File: src/rtl/uartprobe_axi_seq.sv
// Turns one {addr, data, write} request into the uartprobe command byte stream
// and, for reads, collects the probe's one-byte reply (or times out).
module uartprobe_axi_seq #(
    parameter int ADDR_CACHE     = 1,
    parameter int TIMEOUT_CYCLES = 256
) (
    input  logic        clk,
    input  logic        m_areset,
    input  logic        req_valid,
    output logic        req_ready,
    input  logic        req_write,
    input  logic [31:0] req_addr,
    input  logic [7:0]  req_wdata,
    output logic        rsp_valid,
    input  logic        rsp_ready,
    output logic [7:0]  rsp_rdata,
    output logic        rsp_timeout,
    output logic        probe_rx_valid,
    output logic [7:0]  probe_rx_data,
    input  logic        probe_rx_ready,
    input  logic        probe_tx_valid,
    input  logic [7:0]  probe_tx_data,
    output logic        probe_tx_ready
);
    localparam logic [7:0] AXI_WR0 = 8'h12;
    localparam logic [7:0] AXI_RD  = 8'h16;
    localparam logic [7:0] AXI_WR  = 8'h17;

    typedef enum logic [2:0] {IDLE, ADDR_CMD, ADDR_BYTE, OP_CMD, DATA_BYTE, WAIT_RSP, RESP} state_t;

    state_t          state;
    logic [31:0]     addr_q;
    logic [7:0]      wdata_q;
    logic            write_q;
    logic [1:0]      idx;
    logic [3:0][7:0] cache;
    logic [3:0]      cache_vld;
    logic [31:0]     cnt;
    logic [3:0]      need_new, need_cur;
    logic [2:0]      nxt_new, nxt_cur;
    logic            rx_xfer;

    // Lowest set bit index; bit 2 of the result flags "none left".
    function automatic logic [2:0] first_set(input logic [3:0] m);
        first_set = 3'd4;
        for (int n = 3; n >= 0; n--)
            if (m[n]) first_set = 3'(n);
    endfunction

    always_comb begin
        need_new = '0;
        need_cur = '0;
        for (int n = 0; n < 4; n++) begin
            need_new[n] = (ADDR_CACHE == 0) || !cache_vld[n] || (cache[n] != req_addr[8*n +: 8]);
            need_cur[n] = (ADDR_CACHE == 0) || !cache_vld[n] || (cache[n] != addr_q[8*n +: 8]);
        end
        nxt_new = first_set(need_new);
        nxt_cur = first_set(need_cur & (4'b1110 << idx));
        rx_xfer = probe_rx_valid && probe_rx_ready;
    end

    always_ff @(posedge clk) begin
        if (m_areset) begin
            state          <= IDLE;
            req_ready      <= 1'b1;
            rsp_valid      <= 1'b0;
            rsp_rdata      <= 8'h00;
            rsp_timeout    <= 1'b0;
            probe_rx_valid <= 1'b0;
            probe_rx_data  <= 8'h00;
            probe_tx_ready <= 1'b0;
            addr_q         <= '0;
            wdata_q        <= '0;
            write_q        <= 1'b0;
            idx            <= '0;
            cache          <= '0;
            cache_vld      <= '0;
            cnt            <= '0;
        end else begin
            case (state)
                IDLE: begin
                    probe_tx_ready <= 1'b1;
                    if (req_valid && req_ready) begin
                        addr_q         <= req_addr;
                        wdata_q        <= req_wdata;
                        write_q        <= req_write;
                        req_ready      <= 1'b0;
                        probe_tx_ready <= 1'b0;
                        probe_rx_valid <= 1'b1;
                        if (!nxt_new[2]) begin
                            state         <= ADDR_CMD;
                            idx           <= nxt_new[1:0];
                            probe_rx_data <= AXI_WR0 + {6'b0, nxt_new[1:0]};
                        end else begin
                            state         <= OP_CMD;
                            probe_rx_data <= req_write ? AXI_WR : AXI_RD;
                        end
                    end
                end
                ADDR_CMD: if (rx_xfer) begin
                    state         <= ADDR_BYTE;
                    probe_rx_data <= addr_q[{idx, 3'b000} +: 8];
                end
                ADDR_BYTE: if (rx_xfer) begin
                    // The cache only learns a byte once the probe has actually taken it.
                    cache[idx]     <= probe_rx_data;
                    cache_vld[idx] <= 1'b1;
                    if (!nxt_cur[2]) begin
                        state         <= ADDR_CMD;
                        idx           <= nxt_cur[1:0];
                        probe_rx_data <= AXI_WR0 + {6'b0, nxt_cur[1:0]};
                    end else begin
                        state         <= OP_CMD;
                        probe_rx_data <= write_q ? AXI_WR : AXI_RD;
                    end
                end
                OP_CMD: if (rx_xfer) begin
                    if (write_q) begin
                        state         <= DATA_BYTE;
                        probe_rx_data <= wdata_q;
                    end else begin
                        state          <= WAIT_RSP;
                        probe_rx_valid <= 1'b0;
                        probe_tx_ready <= 1'b1;
                        cnt            <= '0;
                    end
                end
                DATA_BYTE: if (rx_xfer) begin
                    state          <= RESP;
                    probe_rx_valid <= 1'b0;
                    rsp_valid      <= 1'b1;
                    rsp_rdata      <= 8'h00;
                    rsp_timeout    <= 1'b0;
                end
                WAIT_RSP: begin
                    // A reply arriving on the timeout cycle still counts as a reply.
                    if (probe_tx_valid) begin
                        state          <= RESP;
                        probe_tx_ready <= 1'b0;
                        rsp_valid      <= 1'b1;
                        rsp_rdata      <= probe_tx_data;
                        rsp_timeout    <= 1'b0;
                    end else if (cnt >= 32'(TIMEOUT_CYCLES - 1)) begin
                        state          <= RESP;
                        probe_tx_ready <= 1'b0;
                        rsp_valid      <= 1'b1;
                        rsp_rdata      <= 8'h00;
                        rsp_timeout    <= 1'b1;
                    end else if (cnt != '1) begin
                        cnt <= cnt + 32'd1;
                    end
                end
                RESP: if (rsp_ready) begin
                    state          <= IDLE;
                    rsp_valid      <= 1'b0;
                    req_ready      <= 1'b1;
                    probe_tx_ready <= 1'b1;
                end
                default: state <= IDLE;
            endcase
        end
    end
endmodule
File: config.mk
export PLATFORM = sky130hd
export DESIGN_NAME = uartprobe_axi_seq
export DESIGN_NICKNAME = d
export VERILOG_FILES = /design/src/rtl/uartprobe_axi_seq.sv
export SDC_FILE = /design/constraint.sdc
export NUM_CORES = 1
export LEC_CHECK = 0
export CORE_ASPECT_RATIO = 1.4
export CORE_MARGIN = 2
export CORE_UTILIZATION = 56
export DETAILED_ROUTE_END_ITERATION = 7
export PLACE_DENSITY = 0.8
export SLEW_MARGIN = 20
export SYNTH_ARGS = -nofsm -noshare
export SYNTH_HDL_FRONTEND = slang
export SYNTH_SLANG_ARGS = --single-unit
File: constraint.sdc
create_clock -name clk -period 2.5 [get_ports clk]
set_input_delay 0.5 -clock clk [delete_from_list [all_inputs] [get_ports clk]]
set_output_delay 0.5 -clock clk [all_outputs]
set_load 0.05 [all_outputs]
==> reports/metrics.yaml <==
grt:
  grt-ovfl-total: 0
  grt_max_degree: 45
  antenna_found_initial: 0
  grt_usage_pct: 30.9
  grt_pass1_wl_mm: 28.2
  grt_pass1_vias: 5808
floorplan:
  start_util_pct: 57.1
  io_pins: 76
  fp-row-count: 45
  core_mm2: 0.0108
  die_w_um: 92.5
  fp.dieH_um: 128
  dieArea_mm2: 0.0118
place:
  gp_congestion: 0.978
  place_hpwl_mm: 12.7
  placedCellCount: 945
  numPortBuffers: 75
sta:
  hold_viol: 0
  grt_setup_unrepaired: "false"
  max_freq_ghz: 0.408
  worst_pin_slew_ps: 558
  slew_headroom_pct: 62.3
  slew_violations: 0
  fin_hold_ws_ps: 464
  post-route-min-period_ps: 2450
  finalSetupViolations: 0
  fin_crit_sh_pct: 97.9
  skew_ps: 7.40
worst_setup_path:
  startpoint: "req_addr[30]"
  path_class: "primary input to flop"
  worstPathRequired_ps: 2760
  cp.arrival_ps: 2710
  crit_chain: "clkdlybuf4s50_1 > xnor2_1 > nand4_1 > nor4_1 > buf_4 > buf_4 > nor2b_1 > o41ai_1 > a21oi_1 > o41ai_1"
  r2r-start: "state[0]"
  path_buf_inv: 3
  crit_fanout: 2
  startpoint_type: "primary input"
  max_stage_delay_ps: 500
  cp-end-kind: "flop"
  cp_top_family: "compound AO/OA/AOI/OAI gates"
  cpMaxStageDelayCell: "o41ai_1"
logic_synthesis:
  yosysTopAreaCell: "dfxtp_1"
  synth.distinct_cells: 49
  yosys_warnings: 0
  avgSynthCellArea_um2: 8.50
  ys_seq_elements: 135
  ys_seq_area_share_pct: 44.0
  synth_ff_type: "dfxtp_1"
  yosys-top-cells-area: "dfxtp_1 (44%), xnor2_1 (8.0%), nand2_1 (7.8%), mux2i_1 (5.9%), nor2_1 (5.5%)"
  yosys.area.top_type_share_pct: 44.0
  synth_cells: 722
  syn_area_mm2: 0.00614
  synth_edf_count: 0
  synth_nets: 778
  async_reset_ff_share_pct: 0
finish:
  nets: 879
  register_area_mm2: 0.00270
  synthToLayoutAreaGrowth_pct: 27.9
  nFillCells: 791
  final_cells: 976
  multi_input_area_mm2: 0.00324
  antenna_cells: 0
  final_layout_size_suffix_gt1_share_pct: 11.3
power_and_ir_drop:
  ir_drop_v: 0.000487
  p_total_w: 0.00580
  powerDensity_mw_per_mm2: 738
  p_leak_nw: 2.92
cts:
  clock_sinks: 135
  clk_pin_slew_ps: 60
  insertion_delay_ps: 420
  post_cts_buffers: 0
  cts_tree: "built"
  clockBufferDepth: 2
  htreeDepth: 4
  cts_made_buffers: 17
  cts_resized: 0
  cts_hold_buf: 0
  root_buffer: "clkbuf_16"
routing:
  wl_mm: 17.8
  num_vias: 5760
  wire_per_inst_um: 18.3
  detail_route.first_pass.iterations: 6
  drt_iter0_markers: 452
  route.detailed.drc: 0
  viasPerCell: 5.90
  ant_nets: 0
hold_path:
  hp-class: "flop to flop"
  min_from: "wdata_q[0]"
job:
  cap_violations: 0
status:
  status: "completed"
## stage by stage
step | util (%) | setup slack (ps) | TNS, ps | cell area, µm²
2_1_floorplan | - | 360 | 0 | 6140
3_3_place_gp | 67.5 | -177 | -391 | 7260
3_5_place_dp | 67.5 | -237 | -548 | 7260
4_1_cts | 73.0 | 157 | 0 | 7850
5_1_grt | 73.0 | 19.0 | 0 | 7850
6_report | 73.0 | 51.3 | 0 | 7850
## cell families (layout without fill, tap and decap cells)
group	after synthesis	after routing	synth area share, %
muxes	44	44	8.80
adders and majority gates	1	1	0.204
and+or+nand+nor	313	313	22.7
DFF	135	135	44.0
xor gates and xnor gates	64	64	9.13
buffers and inverters	50	163	3.32
AOI/OAI and AO/OA	115	115	11.8
## layout make-up
class                      instances  share of cell area (%)
clock inverter                    12                    1.93
sequential                       135                    34.4
tap                              141                    2.25
inverter                           9                   0.430
multi-input combinational        537                    41.2
timing repair buffer             123                    14.1
clock buffer                      19                    5.64
## tightest hold or removal path: stages, from the launching register on
cell and delay [ps]:
dfxtp_1 310, nand2_1 50, a21oi_1 50
## metal layers
metal | up-vias | wire length (µm) | GRT usage (%)
li1 | 2674 | - | -
met1 | 2724 | 6280 | 32.9
met2 | 274 | 9030 | 54.0
met3 | 88 | 1290 | 6.88
met4 | 0 | 1220 | 21.3
met5 | - | 0 | 0
## layout by cell type (no fill, tap or decap), drive strengths merged, types with 5 or more instances in the layout
cell type | Yosys | layout
a21oi | 59 | 59
a22oi | 13 | 13
a31oi | 8 | 8
and2 | 15 | 15
and3 | 8 | 8
buf | 12 | 49
clkbuf | 29 | 19
clkdlybuf4s50 | 0 | 74
clkinv | 0 | 5
dfxtp | 135 | 135
inv | 9 | 11
mux2i | 36 | 36
mux4 | 8 | 8
nand2 | 127 | 127
nand3 | 16 | 16
nand4 | 12 | 12
nor2 | 90 | 90
nor3 | 15 | 15
nor4 | 6 | 6
o21ai | 10 | 10
xnor2 | 56 | 56
xor2 | 8 | 8
## Yosys cell counts, drive strengths merged, types with 2 or more instances
master and number:
dfxtp 135, nand2 127, nor2 90, a21oi 59, xnor2 56, mux2i 36, clkbuf 29, nand3 16
and2 15, nor3 15, a22oi 13, buf 12, nand4 12, o21ai 10, inv 9, a31oi 8
and3 8, mux4 8, xor2 8, nor4 6, nand3b 4, nor2b 4, o41ai 4, or2 4
or3 4, a311oi 3, and4 3, nand2b 3, o21a 3, a221oi 2, o31ai 2, or4 2
## path summary, 6_finish.rpt
| kind | end | slack [ps] | cells after the start |
|---|---|---|---|
| min | wdata_q[0] | 460 | 2 |
| max reg2reg | probe_rx_data[0] | 140 | 7 |
| max | probe_rx_data[0] | 50 | 10 |
| min reg2reg | wdata_q[0] | 460 | 2 |
## flip-flops by register name, indices dropped and copies added, names as in the netlist
signal          count
cache_vld           4
probe_tx_ready      1
probe_rx_valid      1
rsp_valid           1
cache              32
idx                 2
addr_q             32
probe_rx_data       8
req_ready           1
rsp_timeout         1
write_q             1
wdata_q             8
rsp_rdata           8
cnt                32
state               3
## report_power, final
part | leakage (nW) | switching [W] | total [W] | internal [W]
clock | 0.289 | 0.000926 | 0.00251 | 0.00159
combinational | 1.54 | 0.000530 | 0.000917 | 0.000387
sequential | 1.09 | 0.000120 | 0.00237 | 0.00225
total | 2.92 | 0.00158 | 0.00580 | 0.00422
Note: power is estimated with default switching activity, not from simulation.
